**src/rtl/qspline_mul_pkg.sv**
```systemverilog
// rtl/qspline_mul_pkg.sv - shared widths and id-width helper for the multiplier arbiter
package qspline_mul_pkg;

  localparam int DIN_W       = 16;
  localparam int DOUT_W      = 2 * DIN_W;
  localparam int NUM_REQ_DEF = 4;

  // Width of a requester index; a single requester still gets one bit.
  function automatic int id_w(input int n);
    return (n > 1) ? $clog2(n) : 1;
  endfunction

endpackage

```
**src/rtl/qspline_mul_arbiter_if.sv**
```systemverilog
// rtl/qspline_mul_arbiter_if.sv - requester and result handshake bundle
interface qspline_mul_arbiter_if
  import qspline_mul_pkg::*;
#(
  parameter int NUM_REQ = NUM_REQ_DEF,
  parameter int DIN_W   = qspline_mul_pkg::DIN_W,
  parameter int DOUT_W  = 2 * DIN_W
);

  localparam int ID_W = id_w(NUM_REQ);

  logic [NUM_REQ-1:0]       req_valid;
  logic [NUM_REQ-1:0]       req_ready;
  logic [NUM_REQ*DIN_W-1:0] req_a;
  logic [NUM_REQ*DIN_W-1:0] req_b;
  logic                     rsp_valid;
  logic                     rsp_ready;
  logic [ID_W-1:0]          rsp_id;
  logic [DOUT_W-1:0]        rsp_data;

  // Requesters and result consumer
  modport master (
    output req_valid, req_a, req_b, rsp_ready,
    input  req_ready, rsp_valid, rsp_id, rsp_data
  );

  // The arbiter
  modport slave (
    input  req_valid, req_a, req_b, rsp_ready,
    output req_ready, rsp_valid, rsp_id, rsp_data
  );

endinterface

```
**src/rtl/qspline_mul_core.sv**
```systemverilog
// rtl/qspline_mul_core.sv - combinational full-precision signed multiplier
module qspline_mul_core
  import qspline_mul_pkg::*;
#(
  parameter int A_W = DIN_W,
  parameter int P_W = 2 * A_W
) (
  input  logic signed [A_W-1:0] a,
  input  logic signed [A_W-1:0] b,
  output logic signed [P_W-1:0] p
);

  // Both operands signed, result sized to the full product: no rounding or wrap.
  assign p = a * b;

endmodule

```
**src/rtl/qspline_mul_arbiter.sv**
```systemverilog
// rtl/qspline_mul_arbiter.sv - round-robin share of one multiplier with a 1-deep result register
module qspline_mul_arbiter
  import qspline_mul_pkg::*;
#(
  parameter int NUM_REQ = NUM_REQ_DEF,
  parameter int DIN_W   = qspline_mul_pkg::DIN_W,
  parameter int DOUT_W  = 2 * DIN_W
) (
  input  logic                  ap_clk,
  input  logic                  ap_rst,
  qspline_mul_arbiter_if.slave  bus
);

  localparam int ID_W = id_w(NUM_REQ);

  logic              rsp_valid_q, rsp_valid_d;
  logic [ID_W-1:0]   rsp_id_q,    rsp_id_d;
  logic [DOUT_W-1:0] rsp_data_q,  rsp_data_d;
  logic [ID_W-1:0]   last_grant_q, last_grant_d;

  logic              win_found;
  logic [ID_W-1:0]   win_idx;
  logic              slot_free;
  logic              accept;

  logic signed [DIN_W-1:0]  mul_a;
  logic signed [DIN_W-1:0]  mul_b;
  logic signed [DOUT_W-1:0] mul_p;

  // Round-robin winner: smallest circular distance past last_grant among valid requesters.
  always_comb begin
    int best_d;
    int d;
    win_found = 1'b0;
    win_idx   = '0;
    best_d    = NUM_REQ;
    d         = 0;
    for (int i = 0; i < NUM_REQ; i++) begin
      d = i - int'(last_grant_q) - 1;
      if (d < 0) d = d + NUM_REQ;
      if (bus.req_valid[i] && (d < best_d)) begin
        best_d    = d;
        win_idx   = ID_W'(i);
        win_found = 1'b1;
      end
    end
  end

  // Slot is free when empty or being popped; reset blocks every grant.
  assign slot_free = !rsp_valid_q || bus.rsp_ready;
  assign accept    = win_found && slot_free && !ap_rst;

  // Grant one-hot and steer only the winner's operands into the multiplier.
  always_comb begin
    bus.req_ready = '0;
    mul_a         = '0;
    mul_b         = '0;
    for (int i = 0; i < NUM_REQ; i++) begin
      if (win_idx == ID_W'(i)) begin
        bus.req_ready[i] = accept;
        mul_a            = bus.req_a[i*DIN_W +: DIN_W];
        mul_b            = bus.req_b[i*DIN_W +: DIN_W];
      end
    end
  end

  qspline_mul_core #(
    .A_W (DIN_W),
    .P_W (DOUT_W)
  ) u_core (
    .a (mul_a),
    .b (mul_b),
    .p (mul_p)
  );

  // Result register next state: push replaces, lone pop empties, otherwise hold.
  always_comb begin
    rsp_valid_d  = rsp_valid_q;
    rsp_id_d     = rsp_id_q;
    rsp_data_d   = rsp_data_q;
    last_grant_d = last_grant_q;
    if (accept) begin
      rsp_valid_d  = 1'b1;
      rsp_id_d     = win_idx;
      rsp_data_d   = mul_p;
      last_grant_d = win_idx;
    end else if (bus.rsp_ready) begin
      rsp_valid_d = 1'b0;
    end
  end

  // State registers; last_grant resets to the top index so requester 0 wins first.
  always_ff @(posedge ap_clk or posedge ap_rst) begin
    if (ap_rst) begin
      rsp_valid_q  <= 1'b0;
      rsp_id_q     <= '0;
      rsp_data_q   <= '0;
      last_grant_q <= ID_W'(NUM_REQ - 1);
    end else begin
      rsp_valid_q  <= rsp_valid_d;
      rsp_id_q     <= rsp_id_d;
      rsp_data_q   <= rsp_data_d;
      last_grant_q <= last_grant_d;
    end
  end

  assign bus.rsp_valid = rsp_valid_q;
  assign bus.rsp_id    = rsp_id_q;
  assign bus.rsp_data  = rsp_data_q;

endmodule

```
**src/flat_wrapper.sv**
```systemverilog
// flat-port wrapper written by rule: the top's interface ports become plain ports
module qspline_mul_arbiter_flat import qspline_mul_pkg::*;
#(
  parameter int NUM_REQ = NUM_REQ_DEF,
  parameter int DIN_W   = qspline_mul_pkg::DIN_W,
  parameter int DOUT_W  = 2 * DIN_W
)
  (ap_clk, ap_rst, bus_req_valid, bus_req_a, bus_req_b, bus_rsp_ready, bus_req_ready, bus_rsp_valid, bus_rsp_id, bus_rsp_data);
  qspline_mul_arbiter_if #(.NUM_REQ(NUM_REQ), .DIN_W(DIN_W), .DOUT_W(DOUT_W)) bus_i ();
  input  logic ap_clk;
  input  logic ap_rst;
  input wire logic [$bits(bus_i.req_valid)-1:0] bus_req_valid;
  input wire logic [$bits(bus_i.req_a)-1:0] bus_req_a;
  input wire logic [$bits(bus_i.req_b)-1:0] bus_req_b;
  input wire logic [$bits(bus_i.rsp_ready)-1:0] bus_rsp_ready;
  output wire logic [$bits(bus_i.req_ready)-1:0] bus_req_ready;
  output wire logic [$bits(bus_i.rsp_valid)-1:0] bus_rsp_valid;
  output wire logic [$bits(bus_i.rsp_id)-1:0] bus_rsp_id;
  output wire logic [$bits(bus_i.rsp_data)-1:0] bus_rsp_data;
  assign bus_i.req_valid = bus_req_valid;
  assign bus_i.req_a = bus_req_a;
  assign bus_i.req_b = bus_req_b;
  assign bus_i.rsp_ready = bus_rsp_ready;
  assign bus_req_ready = bus_i.req_ready;
  assign bus_rsp_valid = bus_i.rsp_valid;
  assign bus_rsp_id = bus_i.rsp_id;
  assign bus_rsp_data = bus_i.rsp_data;
  qspline_mul_arbiter #(.NUM_REQ(NUM_REQ), .DIN_W(DIN_W), .DOUT_W(DOUT_W)) u_core (.ap_clk(ap_clk), .ap_rst(ap_rst), .bus(bus_i));
endmodule
```
**config.mk**
```make
export PLATFORM = sky130hd
export DESIGN_NAME = qspline_mul_arbiter_flat
export DESIGN_NICKNAME = d
export VERILOG_FILES = /design/src/rtl/qspline_mul_pkg.sv /design/src/rtl/qspline_mul_arbiter_if.sv /design/src/rtl/qspline_mul_core.sv /design/src/rtl/qspline_mul_arbiter.sv /design/src/flat_wrapper.sv
export SDC_FILE = /design/constraint.sdc
export NUM_CORES = 1
export LEC_CHECK = 0
export CAP_MARGIN = 20
export CORE_MARGIN = 1.5
export CORE_UTILIZATION = 55
export DETAILED_ROUTE_END_ITERATION = 16
export MAX_ROUTING_LAYER = met4
export PLACE_DENSITY_LB_ADDON = 0.2
export SLEW_MARGIN = 20
export SYNTH_ARGS = -nofsm -noshare
export SYNTH_HDL_FRONTEND = slang
export SYNTH_HIERARCHICAL = 1
export SYNTH_SLANG_ARGS = --single-unit
```
**constraint.sdc**
```tcl
create_clock -name ap_clk -period 11.1 [get_ports ap_clk]
set_clock_uncertainty 0.05 [all_clocks]
set_input_delay 2.22 -clock ap_clk [delete_from_list [all_inputs] [get_ports ap_clk]]
set_output_delay 2.22 -clock ap_clk [all_outputs]
set_load 0.01 [all_outputs]
```
Word level (Yosys, flattened, before mapping)
Index checks and enable logic that the tools add are counted.
{"block": "classes", "mux": 28, "eq_ne": 3, "magnitude_cmp": 8, "multipliers": 1, "reduce_logical": 11, "n_addsub": 12}
{"operator": "$mux 32", "count": 7}
{"operator": "$add 32x4->32 const B", "count": 4}
{"operator": "$lt 32x1->1 const B", "count": 4}
{"operator": "$mux 16", "count": 8}
{"operator": "$sub 32x2->32 const B", "count": 4}
{"operator": "$lt 32x32->1", "count": 3}
{"operator": "$lt 32x4->1 const B", "count": 1}
{"operator": "$mul 16x16->32", "count": 1}
{"operator": "$mux 1", "count": 11}
{"operator": "$logic_and 1x1->1", "count": 6}
{"operator": "$sub 1x2->3 const A", "count": 2}
{"operator": "$sub 2x2->3 const A", "count": 2}
{"operator": "$eq 2x2->1 const B", "count": 2}
{"operator": "$mux 2", "count": 2}
{"operator": "$eq 2x1->1 const B", "count": 1}
{"operator": "$logic_not 1->1", "count": 2}
{"operator": "$logic_not 2->1", "count": 1}
{"operator": "$reduce_bool 2->1", "count": 1}
{"operator": "$logic_or 1x1->1", "count": 1}
{"block": "totals", "reg_bits": 37, "input_bits": 135, "word_cells": 67, "output_inout_bits": 39}

Logic depth before layout (Yosys ltp)
Gate-level depths: netlist of run 1.
{"block": "logic_depth", "depth_word": 22, "mapped_depth": 44, "ltp_nobuf": 41}

Cells and area by module
Netlist of run 1, hierarchy kept.
{"mod": "qspline_mul_core", "area_each_um2": 10079.7, "cells_each": 1127, "seq_area_each_um2": 0.0, "n_inst": 1}
{"mod": "qspline_mul_arbiter", "area_each_um2": 2957.8, "cells_each": 252, "seq_area_each_um2": 928.4, "n_inst": 1}

Least setup slack after synthesis of run 1
OpenSTA, ideal clock, no wires.
{"block": "synth_timing", "kind": "input-to-reg", "from": "in bus_req_valid[0]", "to": "reg u_core.rsp_data_q[30] (netlist: u_core/bus.rsp_data[30])", "setup_ns": 0.125, "path_slack_ns": -0.023, "required_time_ns": 10.925, "path_stages": 35, "path_buffers": 3, "arrival_ns": 10.948, "cell_sequence": "buf_6 > inv_1 > o32a_1 > ha_1 > o211ai_1 > o2111a_2 > nor2_1 > nand2_1 > o21ai_0 > ha_1 > a21boi_0 > a311oi_2 > o311ai_4 > buf_6 > mux2_4 > clkbuf_1 > nand2_1 > fa_1 > inv_1 > fa_1 > fa_1 > fa_1 > fa_1 > inv_1 > fa_1 > inv_1 > ha_1 > a21o_1 > a21o_1 > a21o_1 > a22o_1 > a311oi_1 > o21bai_1 > xor2_1 > mux2_2"}
{"block": "synth_via", "elab_chain_cells": 17, "elab_cells_between_ends": 32, "cone_classes": "mul (1); order compare (3); eq/ne (3); mux (18); reduce/logical (7)"}
{"item": "start, declared", "line_no": "flat_wrapper.sv:12", "source": "input wire logic [$bits(bus_i.req_valid)-1:0] bus_req_valid;"}
{"item": "$logic_and 1x1->1 (*)", "line_no": "qspline_mul_arbiter.sv:41", "source": "if (bus.req_valid[i] && (d < best_d)) begin"}
{"item": "$mux 32 (*)", "line_no": "qspline_mul_arbiter.sv:41"}
{"item": "$lt 32x32->1", "line_no": "qspline_mul_arbiter.sv:41"}
{"item": "$logic_and 1x1->1", "line_no": "qspline_mul_arbiter.sv:41"}
{"item": "$mux 32", "line_no": "qspline_mul_arbiter.sv:41"}
{"item": "$lt 32x32->1", "line_no": "qspline_mul_arbiter.sv:41"}
{"item": "$logic_and 1x1->1", "line_no": "qspline_mul_arbiter.sv:41"}
{"item": "$mux 32", "line_no": "qspline_mul_arbiter.sv:41"}
{"item": "$lt 32x32->1", "line_no": "qspline_mul_arbiter.sv:41"}
{"item": "$logic_and 1x1->1", "line_no": "qspline_mul_arbiter.sv:41"}
{"item": "$mux 2 (*)", "line_no": "qspline_mul_arbiter.sv:41"}
{"item": "$logic_not 2->1", "line_no": "qspline_mul_arbiter.sv:59", "source": "if (win_idx == ID_W'(i)) begin"}
{"item": "$mux 16 (3 in series)", "line_no": "qspline_mul_arbiter.sv:59"}
{"item": "$mux 16 (*)", "line_no": "qspline_mul_arbiter.sv:59"}
{"item": "named net u_core.mul_b[5]", "line_no": "qspline_mul_arbiter.sv:27", "source": "logic signed [DIN_W-1:0] mul_b;"}
{"item": "$mul 16x16->32 (*)", "line_no": "qspline_mul_core.sv:14", "source": "assign p = a * b;"}
{"item": "named net u_core.mul_p[30]", "line_no": "qspline_mul_arbiter.sv:28", "source": "logic signed [DOUT_W-1:0] mul_p;"}
{"item": "end signal, assigned", "line_no": "qspline_mul_arbiter.sv:102", "source": "rsp_data_q <= rsp_data_d;"}
{"item": "end, declared", "line_no": "qspline_mul_arbiter.sv:18", "source": "logic [DOUT_W-1:0] rsp_data_q, rsp_data_d;"}
Mark *: on every way through the listed nets, which the timed path passes. The rest lies on a longest branch.
A chain may end at the register's enable or synchronous reset.

Worst setup path after layout of run 1
Same ends and word-level chain as after synthesis.

==> run metrics, run 1 <==
Core Area=0.0233 mm^2; DRT Pass-1 Iters=7; HPWL after DPL=30300 um; worst reg2reg path depth=38; Worst-Margin Slew=515 ps; TritonCTS Buffers=5; Final Hold Fails=0; Max Clock Freq=0.0914 GHz; worst rel slew slack=65.6%; sequential area share after synthesis=7.12%; via count=10800; area of the die=0.0246 mm^2; critical path's largest stage delay=560 ps; gp weighted congestion=0.948; # H-tree levels=2; CTS clk-pin slew, worst paths=60 ps; Clk Latency, worst-skew pair=280 ps; multi-input logic area=0.0109 mm^2; DRT iter0 DRCs=556; remaining antenna violation count after routing=0; Worst Hold Endpoint=u_core/bus.rsp_data[8]; worst setup margin=161 ps; Reg-to-Reg End=u_core/bus.rsp_data[30]; Post-synth EDFFs=0; Storage cell area=928 um^2; fin. max-slew vios=0; WHS Path Cells=1; most common cell after layout, fill and taps aside=inv_1; drt via density=5.28; first-pass GRT wire length=59500 um; Yosys reg bits=37; yosys warns=6; most frequent cells in the layout=inv_1, fa_1, buf_4; Synth Cell Area=0.0130 mm^2; initial core utilization=55.9%; run status=completed; fin crit period=10940 ps; total global routing overflow=0; setup violators final=0; Die Wd=157 um; HP Start=u_core/bus.rsp_data[8]; critical path class=input pin to flip-flop; Critical Path End Type=flip-flop; min-delay worst type=flip-flop to flip-flop; Worst path most repeated cell=fa_1; FF-to-FF Start=u_core/last_grant_q[0]; # rows=56; asr flop ratio synth=100%; port bufs=173; final net count=2214; Clk Tree Root Cell=clkbuf_16; Req. time, crit path=11220 ps; vias in the first global route=11600; Avg Cell Area, Syn=9.45 um^2; CP Launch Type=input pin; crit-path max FO=9; clk sinks=37; CTS Hold Bufs=0; slowest cell on the critical path=fa_1; Die Y=157 um; Tcrit/Tclk final=98.5%; share of cells above drive strength 1=20.4%; CP arrival=11050 ps; DRC viols=0; CTS tree=built; internal reg-to-reg setup slack=1000 ps; Filler cells=1693; top-level I/O count=174; largest net degree at the start of global routing=38; synth unique cells=74; Routed WL=37100 um; DR WL/cell=18.1 um; clock tree buffer depth=2; Layout area overhead=32.6%; ys flop type=dfrtp_1; Max Cap Viol=0; dpl ws=-540 ps; Syn Inst Count=1379; GRT Total Usage=32.6%; initial antenna violation count=1
-- how the worst max path moves through the flow --
stage                                         end        startpoint  slack (ps)  depth (start not counted)
after floorplan           u_core/bus.rsp_data[30]  bus_req_valid[0]         100                         35
after global placement    u_core/bus.rsp_data[25]  bus_req_valid[0]        -420                         33
after detailed placement  u_core/bus.rsp_data[29]  bus_req_valid[0]        -540                         34
after CTS                 u_core/bus.rsp_data[29]  bus_req_valid[1]          20                         38
after global routing      u_core/bus.rsp_data[26]  bus_req_valid[0]         -90                         38
final                     u_core/bus.rsp_data[30]  bus_req_valid[0]         160                         37
-- layout make-up --
type / count / share of cell area (%)
multi-input cells: 958 / 63.1
repair buffers: 388 / 20.8
inverters: 337 / 7.32
flip-flops and latches: 37 / 5.37
well taps: 319 / 2.31
clock buffers: 5 / 0.724
clock inverters: 3 / 0.376
diodes: 1 / 0.0145
-- registers in the layout, summed over array words and instances (netlist names) --
signal,flops
u_core/bus.rsp_data,32
u_core/bus.rsp_id,2
u_core/last_grant_q,2
u_core/bus.rsp_valid,1
-- kinds of logic (layout without fill, tap and decap cells) --
| group | Yosys count | after routing | share of synthesized area [%] |
|---|---|---|---|
| buffers and inverters | 389 | 733 | 11.6 |
| adder cells (fa/ha/maj) | 352 | 352 | 48.9 |
| AND/OR/NAND/NOR | 329 | 329 | 13.0 |
| AO/OA/AOI/OAI | 136 | 136 | 8.27 |
| multiplexers | 97 | 101 | 8.64 |
| XOR/XNOR | 38 | 38 | 2.55 |
| flip-flops | 37 | 37 | 7.12 |
| other | 1 | 3 | 0.0288 |
-- critical path, delay by kind of cell --
| kind | cells | cell delay (ps) |
|---|---|---|
| adder cells (fa/ha/maj) | 9 | 4010 |
| XOR/XNOR | 1 | 140 |
| AO/OA/AOI/OAI | 13 | 2650 |
| buffers and inverters | 10 | 1140 |
| AND/OR/NAND/NOR | 2 | 260 |
| multiplexers | 2 | 610 |
-- through the flow --
step	utilization (%)	setup TNS [ps]	std cells	hold slack (ps)	area, um^2
after detailed placement	70.8	-6440	2010	444	16500
after global placement	70.8	-4210	2010	417	16500
after global routing	74.1	-624	2048	468	17300
final	74.1	0	2048	454	17300
after CTS	72.7	0	2034	456	17000
after floorplan	-	0	1380	403	13000
-- Yosys cell counts (4+ instances only) --
library cell	instances	area (um^2)
o21a_1	4	30.0
o211ai_1	7	52.6
buf_6	5	56.3
xor2_1	14	123
o21ai_1	5	25.0
clkbuf_1	37	139
buf_2	8	40.0
nand3_1	5	25.0
nor2_1	28	105
mux2_2	37	417
and2_1	126	788
inv_1	337	1260
a21oi_1	29	145
nand4_1	5	31.3
xnor2_1	24	210
nand2b_1	7	43.8
nor3_1	5	25.0
o2bb2ai_1	33	289
nand2_1	131	492
mux2_1	7	78.8
mux2i_1	33	330
ha_1	90	1130
mux2_4	20	300
dfrtp_1	35	876
a21o_1	12	90.1
fa_1	262	5250
o21ai_0	6	30.0
-- metal layers --
layer	global-route usage (%)	share of wire (%)	up-vias
met4	11.5	3.9	0
met2	55.1	51	371
met5	-	0	-
li1	-	-	4929
met1	39.6	39	5427
met3	5.20	6.3	93
-- repair_timing --
| action | CTS | global route |
|---|---|---|
| resized for setup | 28 | 37 |
| gates cloned | 4 | 2 |
| setup endpoints to repair | 14 | 19 |
| hold endpoints to repair | 0 | 0 |
| setup buffers | 12 | 11 |
| pin swaps | 13 | 50 |
Power of run 1 is not shown: default switching activity piles up to over one toggle a cycle in this logic, so the estimate is an artifact.
==> run 2: changes to the inputs <==
Settings changed: ABC_AREA set to 1.
==> run 2 against run 1 <==
Cell area decreased by 4.9%. Final cell count up 18%. Non-clock buffer count fell by 147. Worst setup slack gained 330 ps. Critical path depth grew 6. Critical endpoint is now u_core/bus.rsp_data[20].
==> run metrics, run 2 <==
run status=completed; DRT iter0 DRCs=1046; fin. max-slew vios=0; remaining antenna violation count after routing=0; # H-tree levels=2; crit-path max FO=21; CP Launch Type=input pin; largest net degree at the start of global routing=41; DRT Pass-1 Iters=6; Max Clock Freq=0.0943 GHz; clock tree buffer depth=2; via count=12400; share of cells above drive strength 1=7.74%; initial antenna violation count=0; Req. time, crit path=11280 ps; Synth top area share=37.5%; Filler cells=2229; fin crit period=10610 ps; most common cell after layout, fill and taps aside=nand2_1; Post-synth EDFFs=0; Worst-Margin Slew=967 ps; Syn Inst Count=1923; drt via density=5.17; asr flop ratio synth=100%; Synth Cell Area=0.0140 mm^2; final net count=2565; clk sinks=37; met1 Use GR=41.7%; CP arrival=10780 ps; Die Y=162 um; Avg Cell Area, Syn=7.27 um^2; min-delay worst type=flip-flop to flip-flop; Clk Tree Root Cell=clkbuf_16; DR WL/cell=15.7 um; sequential area share after synthesis=6.64%; Yosys reg bits=37; most frequent cell after synthesis=nand2_1; first-pass GRT wire length=63700 um; yosys warns=6; max reg flops=32; # diodes=0; busiest layer in global routing=met2; Layout area overhead=17.5%; Clk Latency, worst-skew pair=280 ps; DRC viols=0; area of the die=0.0264 mm^2; CTS tree=built; Die Wd=162 um; initial core utilization=55.9%; Critical Path End Type=flip-flop; met3 usage=4.35%; most frequent cells in the layout=nand2_1, inv_1, fa_1; gp weighted congestion=0.971; total global routing overflow=0; critical path's largest stage delay=570 ps; TritonCTS Buffers=5; area leader, netlist=fa_1; top-level I/O count=174; ys flop type=dfrtp_1; vias in the first global route=12900; Tcrit/Tclk final=95.5%; Worst path most repeated cell=nand2_1; Final Hold Fails=0; Synth area leaders=fa_1, nand2_1, inv_1, ha_1, dfrtp_1; Setup TNS=0 ps; Max Cap Viol=0; critical path class=input pin to flip-flop; CTS clk-pin slew, worst paths=70 ps; synth unique cells=41; setup violators final=0; met2 Usage GRT=50.7%; Synth top cells by count=nand2_1, inv_1, fa_1, nand4_1, ha_1; Routed WL=37900 um; # rows=58; HPWL after DPL=31600 um; worst rel slew slack=35.4%; CTS Hold Bufs=0; GRT Total Usage=31.3%; Core Area=0.0250 mm^2; port bufs=173; slowest cell on the critical path=fa_1
## run 2: changes by cell type in the layout (fill, tap and decap cells not counted), sizes merged, moves of 37 or more
cell / before / now
and2: 126 / 3
buf: 214 / 68
inv: 337 / 544
mux2: 68 / 0
nand2: 131 / 564
nand3: 5 / 72
nand4: 5 / 107
nor2: 29 / 66
## run 2: path summary, 6_finish.rpt
path                                   startpoint                      end  slack (ps)  cells after the start
hold reg to reg            u_core/bus.rsp_data[5]   u_core/bus.rsp_data[5]         430                      2
min in group asynchronous                  ap_rst     u_core/bus.rsp_id[0]        2330                      3
setup reg to reg           u_core/last_grant_q[0]  u_core/bus.rsp_data[20]        1760                     44
hold / removal             u_core/bus.rsp_data[5]   u_core/bus.rsp_data[5]         430                      2
max in group asynchronous                  ap_rst   u_core/bus.rsp_data[6]        8290                      3
setup / recovery                 bus_req_valid[0]  u_core/bus.rsp_data[20]         490                     43
## run 2: through the flow
step / hold slack [ps] / area, um^2 / setup WS [ps] / instances / util, %
after global placement: 411 / 16100 / 134 / 2379 / 64.1
after global routing: 457 / 16400 / -3.81 / 2409 / 65.7
final: 431 / 16400 / 495 / 2409 / 65.7
after detailed placement: 414 / 16100 / 110 / 2379 / 64.1
after CTS: 432 / 16200 / 366 / 2387 / 64.8
after floorplan: 408 / 14000 / 509 / 1924 / -
## run 2: repair_timing
action	4_1_cts	5_1_grt
setup endpoints to repair	0	14
buffers inserted	0	20
gates resized for setup	0	13
## run 2: kinds of logic after synthesis
group,after synthesis,share of synthesized area (%)
fa+ha+maj,352,45.6
other cells,1,0.0268
compound gates,44,1.77
flops,37,6.64
buf+inv,640,17.9
xor+xnor,23,1.44
simple gates,826,26.7
## run 2: area by class of cell
type / count / area (um^2) / area share, %
Sequential cell: 37 / 928 / 5.65
Multi-Input combinational cell: 1248 / 10600 / 64.4
Clock buffer: 5 / 125 / 0.761
Timing Repair inverter: 1 / 8.76 / 0.0533
Clock inverter: 3 / 43.8 / 0.266
Timing Repair Buffer: 241 / 2280 / 13.9
Tap cell: 330 / 413 / 2.51
Inverter: 544 / 2060 / 12.5
## run 2: worst max-delay path: cells and delay by family
family                     cells  cell delay, ps
adders and majority gates      9            4030
and+or+nand+nor               17            1580
buffers and inverters          9            1430
AOI/OAI and AO/OA              7            1170
xor gates and xnor gates       1             310
## run 2: per-layer routing
layer / wire (um) / vias up / part of all wire (%)
li1: - / 5891 / -
met1: 16300 / 5996 / 43
met2: 17700 / 487 / 47
met3: 3050 / 71 / 8.0
met4: 847 / 0 / 2.2
met5: 0 / - / 0
Power of run 2 is left out for the same reason.
==> run 3: changes to the inputs <==
Settings changed: CTS_CLUSTER_DIAMETER set to 60.
==> results of run 3 <==
Same layout as run 2: the final DEF is identical, and so are final timing and power.
Power of run 3 is left out for the same reason.
